[src/rtl/alu_result_stage.sv]
// alu_result_stage
// Registered output stage behind the 32-bit ALU. Captures result, carry and
// overflow, derives zero/negative, masks carry/overflow for ops that do not
// define them, and hands entries downstream over valid/ready. A two-entry
// skid buffer (main M, skid S) keeps in_ready a pure register output.
// A sticky overflow bit records any accepted masked overflow until cleared.
module alu_result_stage #(
  parameter int WIDTH = 32
) (
  input  logic             clk,
  input  logic             reset,
  input  logic             in_valid,
  output logic             in_ready,
  input  logic [WIDTH-1:0] in_result,
  input  logic             in_carryout,
  input  logic             in_overflow,
  input  logic [2:0]       in_op,
  output logic             out_valid,
  input  logic             out_ready,
  output logic [WIDTH-1:0] out_result,
  output logic             out_carry,
  output logic             out_overflow,
  output logic             out_zero,
  output logic             out_negative,
  output logic             sticky_ovf,
  input  logic             clear_sticky
);

  typedef struct packed {
    logic [WIDTH-1:0] result;
    logic             carry;
    logic             ovf;
    logic             zero;
    logic             neg;
  } entry_t;

  localparam entry_t ENTRY_ZERO = '0;

  entry_t m_q, m_d;
  entry_t s_q, s_d;
  logic   m_valid_q, m_valid_d;
  logic   s_valid_q, s_valid_d;
  logic   in_ready_q, in_ready_d;
  logic   sticky_q, sticky_d;

  entry_t in_entry;
  logic   arith_op;
  logic   acc;
  logic   dep;

  // Build the entry to be captured: carry/overflow only meaningful for ADD/SUB.
  always_comb begin
    arith_op        = (in_op == 3'd0) || (in_op == 3'd1);
    in_entry        = ENTRY_ZERO;
    in_entry.result = in_result;
    in_entry.carry  = arith_op & in_carryout;
    in_entry.ovf    = arith_op & in_overflow;
    in_entry.zero   = (in_result == '0);
    in_entry.neg    = in_result[WIDTH-1];
  end

  assign acc = in_valid & in_ready_q;
  assign dep = m_valid_q & out_ready;

  // Next-state for the M/S skid pair; in_ready follows skid occupancy.
  // With S full in_ready is low, so an accept alongside an M<=S refill
  // cannot happen and S is simply drained.
  always_comb begin
    m_d       = m_q;
    s_d       = s_q;
    m_valid_d = m_valid_q;
    s_valid_d = s_valid_q;

    if (!m_valid_q) begin
      if (acc) begin
        m_d       = in_entry;
        m_valid_d = 1'b1;
      end
    end else if (dep) begin
      if (s_valid_q) begin
        m_d       = s_q;
        s_valid_d = 1'b0;
      end else if (acc) begin
        m_d       = in_entry;
      end else begin
        m_valid_d = 1'b0;
      end
    end else if (acc) begin
      s_d       = in_entry;
      s_valid_d = 1'b1;
    end

    in_ready_d = ~s_valid_d;
  end

  // Sticky overflow: a set on this edge beats a simultaneous clear.
  always_comb begin
    sticky_d = sticky_q;
    if (acc && in_entry.ovf) begin
      sticky_d = 1'b1;
    end else if (clear_sticky) begin
      sticky_d = 1'b0;
    end
  end

  // State registers; synchronous reset empties both entries and zeroes outputs.
  always_ff @(posedge clk) begin
    if (reset) begin
      m_q        <= ENTRY_ZERO;
      s_q        <= ENTRY_ZERO;
      m_valid_q  <= 1'b0;
      s_valid_q  <= 1'b0;
      in_ready_q <= 1'b1;
      sticky_q   <= 1'b0;
    end else begin
      m_q        <= m_d;
      s_q        <= s_d;
      m_valid_q  <= m_valid_d;
      s_valid_q  <= s_valid_d;
      in_ready_q <= in_ready_d;
      sticky_q   <= sticky_d;
    end
  end

  assign in_ready     = in_ready_q;
  assign out_valid    = m_valid_q;
  assign out_result   = m_q.result;
  assign out_carry    = m_q.carry;
  assign out_overflow = m_q.ovf;
  assign out_zero     = m_q.zero;
  assign out_negative = m_q.neg;
  assign sticky_ovf   = sticky_q;

endmodule
[config.mk]
export PLATFORM = sky130hd
export DESIGN_NAME = alu_result_stage
export DESIGN_NICKNAME = d
export VERILOG_FILES = /design/src/rtl/alu_result_stage.sv
export SDC_FILE = /design/constraint.sdc
export NUM_CORES = 1
export LEC_CHECK = 0
export ABC_AREA = 1
export CAP_MARGIN = 15
export CORE_UTILIZATION = 63
export CTS_CLUSTER_SIZE = 12
export DETAILED_ROUTE_END_ITERATION = 8
export DONT_BUFFER_PORTS = 1
export PLACE_DENSITY_LB_ADDON = 0.15
export SLEW_MARGIN = 20
export SYNTH_ARGS = -nofsm -noshare
export SYNTH_HDL_FRONTEND = slang
export SYNTH_SLANG_ARGS = --single-unit
[constraint.sdc]
create_clock -name clk -period 1.4 [get_ports clk]
set_input_delay 0.28 -clock clk [delete_from_list [all_inputs] [get_ports clk]]
set_output_delay 0.28 -clock clk [all_outputs]
set_load 0.02 [all_outputs]
==> results of run 1 <==
-- worst max path at each step --
stage	start	endpoint	slack, ps	cells past startpoint
floorplan	out_valid	s_q[23]	50	7
global placement	out_valid	out_result[4]	30	6
detailed placement	out_valid	out_result[4]	-50	6
CTS	out_valid	out_result[0]	40	6
global route	out_valid	s_q[34]	-80	8
finish	out_valid	s_q[7]	-10	8
-- layout make-up --
class                   count  share of cell area (%)
flip-flops and latches     75                    39.7
repair inverters            1                   0.198
multi-input cells         314                    40.4
well taps                  70                    2.31
clock buffers              14                    4.03
inverters                  59                    6.15
repair buffers             22                    6.25
clock inverters             2                   0.925
-- routing by layer --
metal | up-vias | wire [um]
met2 | 129 | 3710
li1 | 1597 | -
met1 | 1454 | 3530
met5 | - | 0
met3 | 14 | 542
met4 | 0 | 127
-- registers in the layout (all words and copies together) (netlist names) --
signal,count
s_q,35
s_valid_q,1
out_carry,1
in_ready,1
sticky_ovf,1
out_result,32
out_overflow,1
out_negative,1
out_zero,1
out_valid,1
-- power by group through the flow --
stage,clock network [mW],registers [mW],logic [mW]
6_report,1.62,2.46,0.517
5_1_grt,1.75,2.48,0.586
4_1_cts,1.66,2.46,0.495
3_5_place_dp,0,2.50,0.480
3_3_place_gp,0,2.50,0.464
2_1_floorplan,0,2.48,0.389
-- worst max-delay path: cells and delay by family (launching register included) --
family / cells / cell delay [ps]
compound gates: 1 / 60
flops: 1 / 340
buf+inv: 4 / 450
simple gates: 3 / 430
-- Yosys cell counts (all sizes together), types with 2 or more instances --
master	number
o21ai	85
dfxtp	75
a21oi	71
nor2	60
inv	59
nand2	59
o22ai	24
buf	22
clkbuf	13
a31o	6
a31oi	3
nor3b	2
-- through the flow --
step                util, %  hold WS (ps)  area [sq um]  instances
CTS                    71.6          58.8          3700        551
finish                 73.2          78.6          3790        557
detailed placement     67.6           353          3500        534
global route           73.2          60.9          3790        557
floorplan                 -           415          3420        483
global placement       67.6           351          3500        534
-- kinds of logic after synthesis --
| logic type | share of synthesized area [%] |
|---|---|
| compound gates | 30.0 |
| simple gates | 14.3 |
| buf+inv | 11.8 |
| flops | 43.9 |
-- timing repair --
item	4_1_cts	5_1_grt
pin swaps	0	3
hold endpoints to repair	16	0
endpoints found under the setup margin	19	35
buffers inserted	0	5
cloned	0	1
hold buffers	1	0
resized for setup	2	18
==> flow_summary.ini, run 1 <==
[critical_path]
critPathLaunchType = flip-flop
path_class = flip-flop to flip-flop
cp_common_cell = nor2_4
critPathMaxStageDelay_ps = 340
cp.required_ps = 1600
reg2reg_depth = 8
reg2reg_to = s_q[7]
arrival_ps = 1610
cp-end-kind = flip-flop
crit_slowest_cell = dfxtp_2
crit_fanout = 7
rrSetupSlack_ps = -10
crit_path_cell_trace = inv_2 -> nor2_4 -> clkinv_4 -> nor2_4 -> buf_4 -> clkinvlp_4 -> nand2_1 -> a21oi_1
regToRegStartpoint = out_valid

[yosys]
synth_top_cell_area_share_pct = 43.9
async_flop_share_pct = 0
synth_cells = 483
synth_edf_count = 0
ys_seq_elements = 75
syn_area_per_cell_sq_um = 7.08
yosys_most_used_dff = dfxtp_1
synth_area_sq_mm = 0.00342
synth.lib_cells_used.distinct = 24
synth.largest_area_cell = dfxtp_1
synthTopCellsByArea = dfxtp_1, o21ai_0, a21oi_1
syn_nets = 525
ys_seq_area_share_pct = 43.9
synth_warnings = 0

[worst_hold_path]
worstHoldStart = in_result[16]
hold_end = s_q[20]
hp-class = input pin to flip-flop
min_path_cells = 2

[place]
place_ws_ps = -49.4
io_buffers = 0
dpl.hpwl_um = 4960
place.gp.congestion = 0.804

[power_and_ir_drop]
p_leak_nw = 1.55
switching_share_pct = 27.2
irDropWorstVdd_v = 0.000725
combPwrFrac_pct = 11.2
seq_power_share_pct = 53.5
p_sw_mw = 1.25
finalPower_mw = 4.59
internal_power_mw = 3.35
powerDensity_mw_per_mm2 = 1210
p_clk_share_pct = 35.2

[drt]
drtIter0Drc = 212
vias = 3194
drt_pre_antenna_iters = 5
drc_errors = 0
drtAntennaViolNets = 0
avgViaCountPerCell = 5.73
wl_um = 7900
post_drt_wl_per_cell_um = 14.2

[timing]
postLayoutSetupSlackWorst_ps = -13.6
fin_worst_skew_ps = 4.84
hold_viol = 0
maxSlewHeadroom_pct = 57.8
tightest_slew_ps = 631
setup_viol_count_final = 6
fin_crit_ps = 1410
drv_slew = 0
rsz0062_at_grt = yes
max_freq_mhz = 707
tns_ps = -37.7
post-route-period-util_pct = 101

[clock_tree]
cts.path.max_buffers = 2
cts_tree = built
htreeDepth = 3
cts_buffers = 9
worstSkewPairLatency_ps = 340
clkTransAtPathRegs_ps = 70
cts-root-buf = clkbuf_8
cts.sink_count = 75

[grt]
antenna_found_initial = 0
grt_pass1_wl_um = 12200
use_met2_pct = 45.6
grt_use_total_pct = 28.3
grt_max_degree = 55
met1_usage_pct = 35.7
grt_use_met3_pct = 6.88
grt_pass1_vias = 2715
grt-ovfl-total = 0
grt_busiest_layer = met2

[finish]
final_cell_mix = o21ai_0, dfxtp_1, a21oi_1, nand2_1, nor2_1
area_growth_pct = 10.7
drive_above_1_share_pct = 11.3
n_antenna_cell = 0
final_common_cell = o21ai_0
nFillCells = 411
fin_nets = 524
regArea_sq_mm = 0.00150
multiInputGateArea_sq_mm = 0.00153

[run_status]
violations = setup timing
status = finished, violations left

[floorplanning]
std_cell_rows = 26
die-height_um = 75.7
dieArea_sq_mm = 0.00573
start_util_pct = 66.1
die_w_um = 75.7
boundaryPins = 81
core-area_sq_mm = 0.00517

[run]
maxCapViolations = 0
Note: power is estimated with default switching activity, not from simulation.
==> run 2: changes to the inputs <==
SKIP_LAST_GASP = 1   (was unset)
==> run 2 against run 1 <==
Against the previous run:
- the run still ends with setup timing left
- first-iteration DRC count down 7.5%
- die area unchanged
- hold slack about the same
- combinational power about the same
- highest routed layer unchanged
- largest power group unchanged
- sequential cell count unchanged
==> flow_summary.ini, run 2 (synthesized netlist as in run 1, its figures left out) <==
[timing]
hold_viol = 0
fin_worst_skew_ps = 5.21
tightest_slew_ps = 623
rsz0062_at_grt = yes
post-route-period-util_pct = 101
fin_crit_ps = 1420
setup_viol_count_final = 3
drv_slew = 0
postLayoutSetupSlackWorst_ps = -20.6
maxSlewHeadroom_pct = 58.3
max_freq_mhz = 704

[finish]
utilization_pct = 73.2
fin_nets = 524
largest-register = s_q
n_antenna_cell = 0
final_common_cell = o21ai_0
drive_above_1_share_pct = 11.3
area_growth_pct = 10.7
final_cell_mix = o21ai_0, dfxtp_1, a21oi_1, nand2_1, nor2_1
largest_reg_flops = 35

[power_and_ir_drop]
powerDensity_mw_per_mm2 = 1210
irDropWorstVdd_v = 0.000723
p_leak_nw = 1.55

[critical_path]
reg2reg_to = s_q[1]
cp.required_ps = 1600
path_class = flip-flop to flip-flop
arrival_ps = 1620
crit_fanout = 7
cp-end-kind = flip-flop
regToRegStartpoint = out_valid
rrSetupSlack_ps = -20
critPathLaunchType = flip-flop
reg2reg_depth = 7

[worst_hold_path]
hp-class = input pin to flip-flop
worstHoldStart = in_result[16]
hold_end = s_q[20]
min_path_cells = 2

[grt]
grt_max_degree = 55
antenna_found_initial = 0
grt_use_total_pct = 28.3
grt_pass1_vias = 2715
grt_pass1_wl_um = 12200
grt-ovfl-total = 0

[floorplanning]
std_cell_rows = 26
start_util_pct = 66.1
boundaryPins = 81
die-height_um = 75.7
die_w_um = 75.7
dieArea_sq_mm = 0.00573
core-area_sq_mm = 0.00517

[place]
place.gp.congestion = 0.804
dpl.hpwl_um = 4960
place_ws_ps = -49.4
io_buffers = 0

[drt]
wl_um = 7890
drtIter0Drc = 196
vias = 3183
drc_errors = 0
avgViaCountPerCell = 5.71
post_drt_wl_per_cell_um = 14.2
drt_pre_antenna_iters = 5
drtAntennaViolNets = 0

[run]
maxCapViolations = 0

[clock_tree]
cts_buffers = 9
cts.path.max_buffers = 2
cts.sink_count = 75
htreeDepth = 3
cts-root-buf = clkbuf_8
clkTransAtPathRegs_ps = 70
cts_tree = built
worstSkewPairLatency_ps = 340

[run_status]
violations = setup timing
status = finished, violations left
[run 2: cell counts in the layout (fill, tap and decap cells not counted)]
Identical to the previous run, type by type.
[run 2: power by group]
group	leakage [nW]	switching, mW	internal [mW]	total, mW
Sequential	0.615	0.198	2.26	2.46
Clock	0.0947	0.746	0.874	1.62
Combinational	0.840	0.304	0.212	0.516
[run 2: critical path: stages, from the launching register on]
cell and delay (ps):
dfxtp_2 340, inv_2 40, nor2_4 110, clkinv_4 100, nor2_4 230, clkinvlp_4 250, nor2_2 170, a211oi_2 40
[run 2: worst max path at each step]
stage | from | to | slack (ps)
after floorplan | out_valid | s_q[23] | 50
after global placement | out_valid | out_result[4] | 30
after detailed placement | out_valid | out_result[4] | -50
after CTS | out_valid | out_result[0] | 40
after global routing | out_valid | s_q[1] | -90
final | out_valid | s_q[1] | -20
[run 2: repair_timing]
item                                   CTS  global route
endpoints found under the hold margin   16             0
resized for setup                        2            15
hold buffers                             1             0
setup endpoints to repair               19            35
setup buffers                            0             5
pin swaps                                0             2
cloned                                   0             1
[run 2: final cells by class]
cell class,instances,area (sq um)
clock buffers,14,153
clock inverters,2,35.0
fillers,411,1390
inverters,59,233
multi-input cells,314,1530
flip-flops and latches,75,1500
well taps,70,87.6
repair buffers,22,236
repair inverters,1,7.51
[run 2: routing by layer]
layer | wire length (um) | track usage, % | vias up
met5 | 0 | 0 | -
met4 | 151 | 13.6 | 0
met3 | 503 | 6.88 | 18
met2 | 3690 | 45.6 | 119
met1 | 3550 | 35.7 | 1448
li1 | - | - | 1598
[run 2: through the flow]
stage | power (mW) | setup TNS, ps | instances | hold WS, ps | instance area [sq um]
2_1_floorplan | 2.87 | 0 | 483 | 415 | 3420
3_3_place_gp | 2.96 | 0 | 534 | 351 | 3500
3_5_place_dp | 2.98 | -69.3 | 534 | 353 | 3500
4_1_cts | 4.61 | 0 | 551 | 58.8 | 3700
5_1_grt | 4.81 | -953 | 557 | 60.9 | 3790
6_report | 4.59 | -36.4 | 557 | 78.7 | 3790
